<file path="src/rtl/redmule_job_ctrl.sv">
// Multi-job tile-loop controller for the RedMulE datapath: queues job descriptors and
// sequences first-load, compute, Z-buffering and storing phases for each one in turn.
module redmule_job_ctrl #(
    parameter int unsigned HEIGHT = 4,
    parameter int unsigned CNT_W  = 16,
    parameter int unsigned N_CTX  = 2
) (
    input  logic                       clk_i,
    input  logic                       rst_ni,
    input  logic                       clear_i,
    input  logic                       job_valid_i,
    output logic                       job_ready_o,
    input  logic [CNT_W-1:0]           job_w_rows_i,
    input  logic [CNT_W-1:0]           job_tot_stores_i,
    input  logic                       job_acc_init_i,
    input  logic                       w_loaded_i,
    input  logic                       reg_enable_i,
    input  logic                       zbuf_full_i,
    input  logic                       zbuf_empty_i,
    output logic                       busy_o,
    output logic                       first_load_o,
    output logic                       storing_o,
    output logic                       w_shift_o,
    output logic                       z_fill_o,
    output logic                       zbuf_clk_en_o,
    output logic                       accumulate_o,
    output logic                       flush_o,
    output logic                       done_o,
    output logic [$clog2(N_CTX+1)-1:0] pending_o
);

    localparam int unsigned PW = $clog2(N_CTX + 1);
    localparam int unsigned AW = (N_CTX > 1) ? $clog2(N_CTX) : 1;
    localparam int unsigned HW = $clog2(HEIGHT);

    typedef enum logic [2:0] {
        IDLE, STARTING, COMPUTING, BUFFERING, STORING, FINISHED
    } state_e;

    state_e            state_q, state_d;
    logic [CNT_W-1:0]  q_rows_q   [N_CTX];
    logic [CNT_W-1:0]  q_rows_d   [N_CTX];
    logic [CNT_W-1:0]  q_stores_q [N_CTX];
    logic [CNT_W-1:0]  q_stores_d [N_CTX];
    logic [N_CTX-1:0]  q_acc_q, q_acc_d;
    logic [AW-1:0]     wr_ptr_q, wr_ptr_d, rd_ptr_q, rd_ptr_d;
    logic [PW-1:0]     cnt_q, cnt_d;
    logic [CNT_W-1:0]  act_rows_q, act_rows_d, act_stores_q, act_stores_d;
    logic              act_acc_q, act_acc_d;
    logic [CNT_W-1:0]  w_row_cnt_q, w_row_cnt_d, store_cnt_q, store_cnt_d;
    logic [HW-1:0]     pe_cnt_q, pe_cnt_d;
    logic              arm_q, arm_d;
    logic              accumulate_q, accumulate_d, acc_prev_q, acc_prev_d;

    logic              full, push, pop, hd_degen, w_inc;
    logic [CNT_W-1:0]  arm_thr;

    function automatic logic [AW-1:0] ptr_inc(input logic [AW-1:0] p);
        return (p == AW'(N_CTX - 1)) ? '0 : p + 1'b1;
    endfunction

    always_comb begin
        state_d      = state_q;
        q_rows_d     = q_rows_q;
        q_stores_d   = q_stores_q;
        q_acc_d      = q_acc_q;
        wr_ptr_d     = wr_ptr_q;
        rd_ptr_d     = rd_ptr_q;
        cnt_d        = cnt_q;
        act_rows_d   = act_rows_q;
        act_stores_d = act_stores_q;
        act_acc_d    = act_acc_q;
        w_row_cnt_d  = w_row_cnt_q;
        store_cnt_d  = store_cnt_q;
        pe_cnt_d     = pe_cnt_q;
        arm_d        = arm_q;
        accumulate_d = accumulate_q;
        acc_prev_d   = accumulate_q;

        busy_o        = 1'b0;
        first_load_o  = 1'b0;
        storing_o     = 1'b0;
        w_shift_o     = 1'b0;
        z_fill_o      = 1'b0;
        zbuf_clk_en_o = 1'b0;
        flush_o       = 1'b0;
        done_o        = 1'b0;

        full        = (cnt_q == PW'(N_CTX));
        job_ready_o = !full && !clear_i;
        push        = job_valid_i && job_ready_o;
        pop         = !clear_i && (cnt_q != '0) && (state_q == IDLE || state_q == FINISHED);
        hd_degen    = (q_rows_q[rd_ptr_q] == '0) || (q_stores_q[rd_ptr_q] == '0);
        w_inc       = w_loaded_i && (w_row_cnt_q != act_rows_q);
        arm_thr     = (act_rows_q < CNT_W'(HEIGHT)) ? act_rows_q : CNT_W'(HEIGHT);

        if (push) begin
            q_rows_d[wr_ptr_q]   = job_w_rows_i;
            q_stores_d[wr_ptr_q] = job_tot_stores_i;
            q_acc_d[wr_ptr_q]    = job_acc_init_i;
            wr_ptr_d             = ptr_inc(wr_ptr_q);
        end
        if (push && !pop) begin
            cnt_d = cnt_q + 1'b1;
        end else if (pop && !push) begin
            cnt_d = cnt_q - 1'b1;
        end

        unique case (state_q)
            IDLE: ;
            STARTING: begin
                busy_o       = 1'b1;
                first_load_o = 1'b1;
                if (w_loaded_i) begin
                    w_row_cnt_d  = CNT_W'(1);
                    accumulate_d = act_acc_q;
                    state_d      = COMPUTING;
                end
            end
            COMPUTING: begin
                busy_o    = 1'b1;
                w_shift_o = 1'b1;
                if (w_inc) w_row_cnt_d = w_row_cnt_q + 1'b1;
                if (w_row_cnt_q >= arm_thr) arm_d = 1'b1;
                // pe_cnt wraps once per weight tile; a tile ending on the last row closes the pass
                if (arm_q && reg_enable_i) begin
                    if (pe_cnt_q == HW'(HEIGHT - 1)) begin
                        pe_cnt_d     = '0;
                        accumulate_d = 1'b1;
                        if (w_row_cnt_q == act_rows_q) begin
                            state_d      = BUFFERING;
                            arm_d        = 1'b0;
                            accumulate_d = act_acc_q;
                            w_row_cnt_d  = CNT_W'(w_loaded_i);
                        end
                    end else begin
                        pe_cnt_d = pe_cnt_q + 1'b1;
                    end
                end
            end
            BUFFERING: begin
                busy_o        = 1'b1;
                zbuf_clk_en_o = 1'b1;
                z_fill_o      = reg_enable_i;
                if (w_inc) w_row_cnt_d = w_row_cnt_q + 1'b1;
                if (zbuf_full_i) state_d = STORING;
            end
            STORING: begin
                busy_o    = 1'b1;
                storing_o = 1'b1;
                if (w_inc) w_row_cnt_d = w_row_cnt_q + 1'b1;
                if (zbuf_empty_i) begin
                    store_cnt_d = store_cnt_q + 1'b1;
                    state_d     = (store_cnt_q == act_stores_q - 1'b1) ? FINISHED : COMPUTING;
                end
            end
            FINISHED: begin
                done_o       = !clear_i;
                flush_o      = 1'b1;
                w_row_cnt_d  = '0;
                store_cnt_d  = '0;
                pe_cnt_d     = '0;
                arm_d        = 1'b0;
                accumulate_d = 1'b0;
                state_d      = IDLE;
            end
            default: state_d = IDLE;
        endcase

        if (pop) begin
            act_rows_d   = q_rows_q[rd_ptr_q];
            act_stores_d = q_stores_q[rd_ptr_q];
            act_acc_d    = q_acc_q[rd_ptr_q];
            rd_ptr_d     = ptr_inc(rd_ptr_q);
            state_d      = hd_degen ? FINISHED : STARTING;
        end

        if (clear_i) begin
            state_d      = IDLE;
            cnt_d        = '0;
            wr_ptr_d     = '0;
            rd_ptr_d     = '0;
            act_rows_d   = '0;
            act_stores_d = '0;
            act_acc_d    = 1'b0;
            w_row_cnt_d  = '0;
            store_cnt_d  = '0;
            pe_cnt_d     = '0;
            arm_d        = 1'b0;
            accumulate_d = 1'b0;
            acc_prev_d   = 1'b0;
        end

        // a freshly raised accumulate waits for the pipeline to advance once before it is seen
        accumulate_o = accumulate_q && (reg_enable_i || acc_prev_q);
        pending_o    = cnt_q;
    end

    always_ff @(posedge clk_i or negedge rst_ni) begin
        if (!rst_ni) begin
            state_q <= IDLE;
            for (int unsigned i = 0; i < N_CTX; i++) begin
                q_rows_q[i]   <= '0;
                q_stores_q[i] <= '0;
            end
            q_acc_q      <= '0;
            wr_ptr_q     <= '0;
            rd_ptr_q     <= '0;
            cnt_q        <= '0;
            act_rows_q   <= '0;
            act_stores_q <= '0;
            act_acc_q    <= 1'b0;
            w_row_cnt_q  <= '0;
            store_cnt_q  <= '0;
            pe_cnt_q     <= '0;
            arm_q        <= 1'b0;
            accumulate_q <= 1'b0;
            acc_prev_q   <= 1'b0;
        end else begin
            state_q      <= state_d;
            q_rows_q     <= q_rows_d;
            q_stores_q   <= q_stores_d;
            q_acc_q      <= q_acc_d;
            wr_ptr_q     <= wr_ptr_d;
            rd_ptr_q     <= rd_ptr_d;
            cnt_q        <= cnt_d;
            act_rows_q   <= act_rows_d;
            act_stores_q <= act_stores_d;
            act_acc_q    <= act_acc_d;
            w_row_cnt_q  <= w_row_cnt_d;
            store_cnt_q  <= store_cnt_d;
            pe_cnt_q     <= pe_cnt_d;
            arm_q        <= arm_d;
            accumulate_q <= accumulate_d;
            acc_prev_q   <= acc_prev_d;
        end
    end

endmodule

</file>
<file path="config.mk">
export PLATFORM = sky130hd
export DESIGN_NAME = redmule_job_ctrl
export DESIGN_NICKNAME = d
export VERILOG_FILES = /design/src/rtl/redmule_job_ctrl.sv
export SDC_FILE = /design/constraint.sdc
export NUM_CORES = 1
export LEC_CHECK = 0
export CAP_MARGIN = 0
export CELL_PAD_IN_SITES_DETAIL_PLACEMENT = 1
export CELL_PAD_IN_SITES_GLOBAL_PLACEMENT = 1
export CORE_ASPECT_RATIO = 0.8
export CORE_MARGIN = 5
export CORE_UTILIZATION = 40
export DETAILED_ROUTE_END_ITERATION = 8
export HOLD_SLACK_MARGIN = 0.1
export PLACE_DENSITY_LB_ADDON = 0.1
export SLEW_MARGIN = 25
export SYNTH_ARGS = -nofsm -noshare
export SYNTH_HDL_FRONTEND = slang
export SYNTH_SLANG_ARGS = --single-unit
</file>
<file path="constraint.sdc">
create_clock -name clk_i -period 7 [get_ports clk_i]
set_input_delay 1.75 -clock clk_i [delete_from_list [all_inputs] [get_ports clk_i]]
set_output_delay 1.75 -clock clk_i [all_outputs]
set_load 0.01 [all_outputs]
</file>
Word-level counts from Yosys, hierarchy flattened
Index checks and enable logic that the tools add are counted.

Register bits after elaboration: 143. Logic and storage cells: 170. Output and inout port bits: 12.

Equal/unequal tests: 21. Add/subtract/negate cells: 8. $lt $le $gt $ge: 8. Bitwise gates (word level): 2. Reductions and logical operators: 36. Muxes and demuxes: 77.

Operators by type and width (count): $mux 16 (20); $bwmux 32 (2); $pmux 16 s4 (1); $add 16x1->16 const B (2); $eq 16x16->1 (2); $logic_not 16->1 (2); $pmux 16 s2 (1); $mux 1 (30); $mux 3 (10); $ne 4x4->1 const B (6); $demux 16 s1 (1); $ge 16x16->1 (1); $lt 16x3->1 const B (1); $ne 16x16->1 (1); $sub 16x1->16 const B (1); $ne 3x3->1 const B (5); $pmux 3 s5 (1); $mux 2 (6); $logic_and 1x1->1 (11); $reduce_bool 3->1 (3); $reduce_and 7->1 (1); $eq 3x2->1 const B (2); $eq 3x3->1 const B (2); $reduce_and 2->1 (3); other kinds (24) (37).

Depth between registers and ports, before layout
Depth in word-level cells: 9. Gate-level depth with buffers: 12. Gate-level depth less buffers: 12.

Worst setup path before layout
Ideal clock, no wire load.

Path type: input-to-output. From: input clear_i. To: output done_o. Path slack: 2.794 ns. Arrival: 2.456 ns. Cell stages on the path: 3. Path buffers: 2. Required time: 5.250 ns. Path through: clkbuf_1 > clkbuf_1 > nor2_1.

Word-level cells in the longest chain between the ends: 2.

RTL lines: start, declared (RTL line 10) `input logic clear_i,`; $logic_not 1->1 (RTL line 158) `done_o = !clear_i;`; $mux 1 (RTL line 109) `unique case (state_q)`; end, declared (RTL line 28) `output logic done_o,`.

Every way passes these cells.

Worst setup path after layout
From: input clear_i. To: output job_ready_o.

Word-level cells in the longest chain between the ends: 2.

RTL lines: $logic_not 1->1 (RTL line 90) `job_ready_o = !full && !clear_i;`; $logic_and 1x1->1 (RTL line 90); end, declared (RTL line 12) `output logic job_ready_o,`.

Every way passes these cells.

==> run_results.csv <==
group,metric,value,unit
timing,fin_skew,0.01080,ns
grt,grt_pass1_wl,33580,um
clocking,numCtsBuffers,17,
yosys,synth_area,0.007734,mm^2
layout,area_growth,18.06,%
yosys,ys.flop_type,"dfrtp_1",
layout,final_layout_size_suffix_gt1_frac,0.1336,
yosys,synthArstFlopShare,1.000,
clocking,cts_max_level,4,
clocking,cts_tree,"yes",
run,cap_violations,0,
worst_setup_path,worstSetupPathType,"input pin to primary output",
yosys,ys_types,57,
yosys,synthCells,735,
clocking,ctsHoldBuffers,0,
grt,grt-ovfl-total,0,
yosys,synth_seq_cells,143,
timing,max_slew.worst_pin.slew,1.036,ns
grt,grt_usage,0.1908,
pwr,ir_drop,159.8,uV
timing,fmax,0.2020,GHz
yosys,syn_area_per_cell,10.52,um^2
worst_setup_path,crit_path_start_kind,"input pin",
clocking,clockBufferDepth,2,
timing,min_period,4.951,ns
detailed_routing,drt-wirelength-per-cell,18.97,um
yosys,ys_seq_area_frac,0.4627,
min_path,min_path_type,"flop to flop",
detailed_routing,drc,0,
worst_setup_path,worstSetupEndpointType,"primary output",
clocking,path_clk_slew,0.06,ns
timing,relSlewSlack,0.3095,
layout,diodes,0,
die,ios,53,
detailed_routing,vias_per_cell,5.479,
timing,final-setup-viol-count,0,
clocking,clock_tree.root_cell,"clkbuf_16",
clocking,clkSinkCount,143,
place,gp_congestion,0.7936,
detailed_routing,drtPass1Iterations,5,
yosys,yosysWarningCount,0,
grt,antenna_found_initial,0,
pwr,p_leak,3.881,nW
worst_setup_path,path_max_fanout,20,
grt,grt_max_degree,99,
run_status,outcome,"finished clean",
die,start_util,0.4076,
timing,rsz0062_at_grt,"false",
die,coreArea,0.01897,mm^2
pwr,pwr_density_cell,371.2,mW/mm^2
clocking,post-cts-setup-buffers,0,
timing,maxSlewViolCount,0,
detailed_routing,drtIter0Drc,231,
timing,hold_viol,0,
die,dieArea,0.02223,mm^2
worst_setup_path,worstPathArrival,3.20,ns
detailed_routing,ant_nets,0,
die,die_w,165.5,um
grt,grt_pass1_vias,6179,
layout,num-nets-final,849,
place,port_buffers,52,
timing,finalSetupTns,0,ns
clocking,cts_resized,0,
die,die_y,134.4,um
detailed_routing,vias,5802,
timing,period_share,0.7073,
layout,final_core_util,0.4812,
die,num_rows,45,
detailed_routing,finalWirelength,20090,um
worst_setup_path,required,5.25,ns
layout,n_fill_cell,2045,
clocking,clk_latency,0.43,ns
yosys,synth_edf_count,0,
place,dp_hpwl,14250,um
through the flow:
step	setup slack (ns)	hold slack (ns)	std cells	total power [mW]	instance area, um^2
2_1_floorplan	2.794	0.4782	747	2.107	7779
3_3_place_gp	2.062	0.4868	1027	2.375	8508
3_5_place_dp	2.049	0.5009	1027	2.447	8508
4_1_cts	2.039	0.5155	1059	3.417	9128
5_1_grt	1.956	0.5281	1059	3.596	9130
6_report	2.049	0.5115	1059	3.389	9130
final timing paths:
kind	from	endpoint	slack, ns	cells after the start
worst max-delay path	clear_i	job_ready_o	2.05	4
worst min-delay path	q_acc_q[1]	q_acc_q[1]	0.51	1
worst max register to register	act_rows_q[2]	arm_q	3.94	11
worst min register to register	q_acc_q[1]	q_acc_q[1]	0.51	1
max in group asynchronous	rst_ni	w_row_cnt_q[7]	4.53	2
min in group asynchronous	rst_ni	store_cnt_q[10]	1.37	1
critical path, stage by stage:
cell and delay [ns]:
clkdlybuf4s50_1 0.41, buf_4 0.22, a21oi_1 0.23, clkdlybuf4s50_1 0.58
logic make-up after synthesis:
| family | count (synthesis) | share of synthesized area |
|---|---|---|
| muxes | 110 | 0.1532 |
| AOI/OAI and AO/OA | 94 | 0.07555 |
| adders and majority gates | 20 | 0.03236 |
| xor gates and xnor gates | 61 | 0.07102 |
| and+or+nand+nor | 254 | 0.1749 |
| other | 1 | 0.0004849 |
| buffers and inverters | 52 | 0.02977 |
| DFF | 143 | 0.4627 |
Yosys cell counts, types with 3 or more instances:
cell      number  area [um^2]
o31ai_1        3        22.52
nand3b_1       3        22.52
nor2b_1        7        43.79
nor3b_1        3        22.52
a21oi_1       11        55.05
nand2_1       31        116.4
buf_1          6        22.52
clkbuf_1      26        97.59
nand3_1       48        240.2
mux2i_1       43        430.4
nor4_1        30        187.7
o21ai_1        4        20.02
dfrtp_1      143         3578
inv_1         15        56.30
a21o_1         6        45.04
nand2b_1       4        25.02
nor3_1        16        80.08
ha_1          20        250.2
nor2_1        62        232.7
xor2_1        29        254.0
mux2_2        50        563.0
o21ai_0       48        240.2
and3_1         9        56.30
mux2_1        17        191.4
nand4_1       18        112.6
xnor2_1       31        271.5
nor4b_1        3        26.28
a211oi_1       8        60.06
or4_1          4        30.03
cells in the final DEF (no fill, tap or decap), types with 3 or more instances in the layout:
cell	Yosys	layout
a21o_1	6	6
o31ai_1	3	3
a21oi_1	11	11
mux2_2	50	50
mux2_1	17	17
nand4_1	18	18
xnor2_1	31	31
o21ai_1	4	4
clkbuf_8	2	3
buf_4	0	6
nor4_1	30	29
and3_1	9	9
clkbuf_16	0	17
nand3_1	48	48
mux2i_1	43	43
nand2b_1	4	4
o21ai_0	48	48
nor2_1	62	61
clkdlybuf4s50_1	0	51
nor3_1	16	16
nand2_1	31	31
conb_1	1	13
nor2b_1	7	7
inv_6	0	5
nor3b_1	3	3
ha_1	20	20
dfrtp_1	143	142
nor4b_1	3	3
xor2_1	29	29
or4_1	4	4
inv_1	15	15
nand3b_1	3	3
a211oi_1	8	8
cell type report:
| cell class | instances | area, um^2 | area share |
|---|---|---|---|
| clock inverter | 13 | 166.4 | 0.01823 |
| timing repair buffer | 58 | 569.3 | 0.06235 |
| clock buffer | 19 | 452.9 | 0.04961 |
| multi-input combinational | 552 | 3979 | 0.4358 |
| inverter | 16 | 60.06 | 0.006578 |
| sequential | 143 | 3580 | 0.3921 |
| tap | 258 | 322.8 | 0.03536 |
flip-flops by register name, summed over array words and instances (netlist names):
name / count
state_q: 3
act_acc_q: 1
q_acc_q: 2
wr_ptr_q: 1
arm_q: 1
pe_cnt_q: 2
act_stores_q: 16
pending_o: 2
q_stores_q: 32
acc_prev_q: 1
store_cnt_q: 16
accumulate_q: 1
rd_ptr_q: 1
act_rows_q: 16
q_rows_q: 32
w_row_cnt_q: 16
layer usage:
metal / wire length [um] / up-vias / track usage / part of all wire
li1: - / 2766 / - / -
met1: 10350 / 2943 / 0.2792 / 0.52
met2: 8814 / 73 / 0.2872 / 0.44
met3: 640 / 20 / 0.04270 / 0.032
met4: 287 / 0 / 0.04810 / 0.014
met5: 0 / - / 0 / 0
power breakdown:
group          switching [mW]  internal, mW  total, mW
clock network           0.398         0.558      0.956
logic                   0.531         0.537       1.07
registers               0.306          1.06       1.36
total                    1.23          2.15       3.39
No activity file was read; power rests on OpenSTA's default activity.
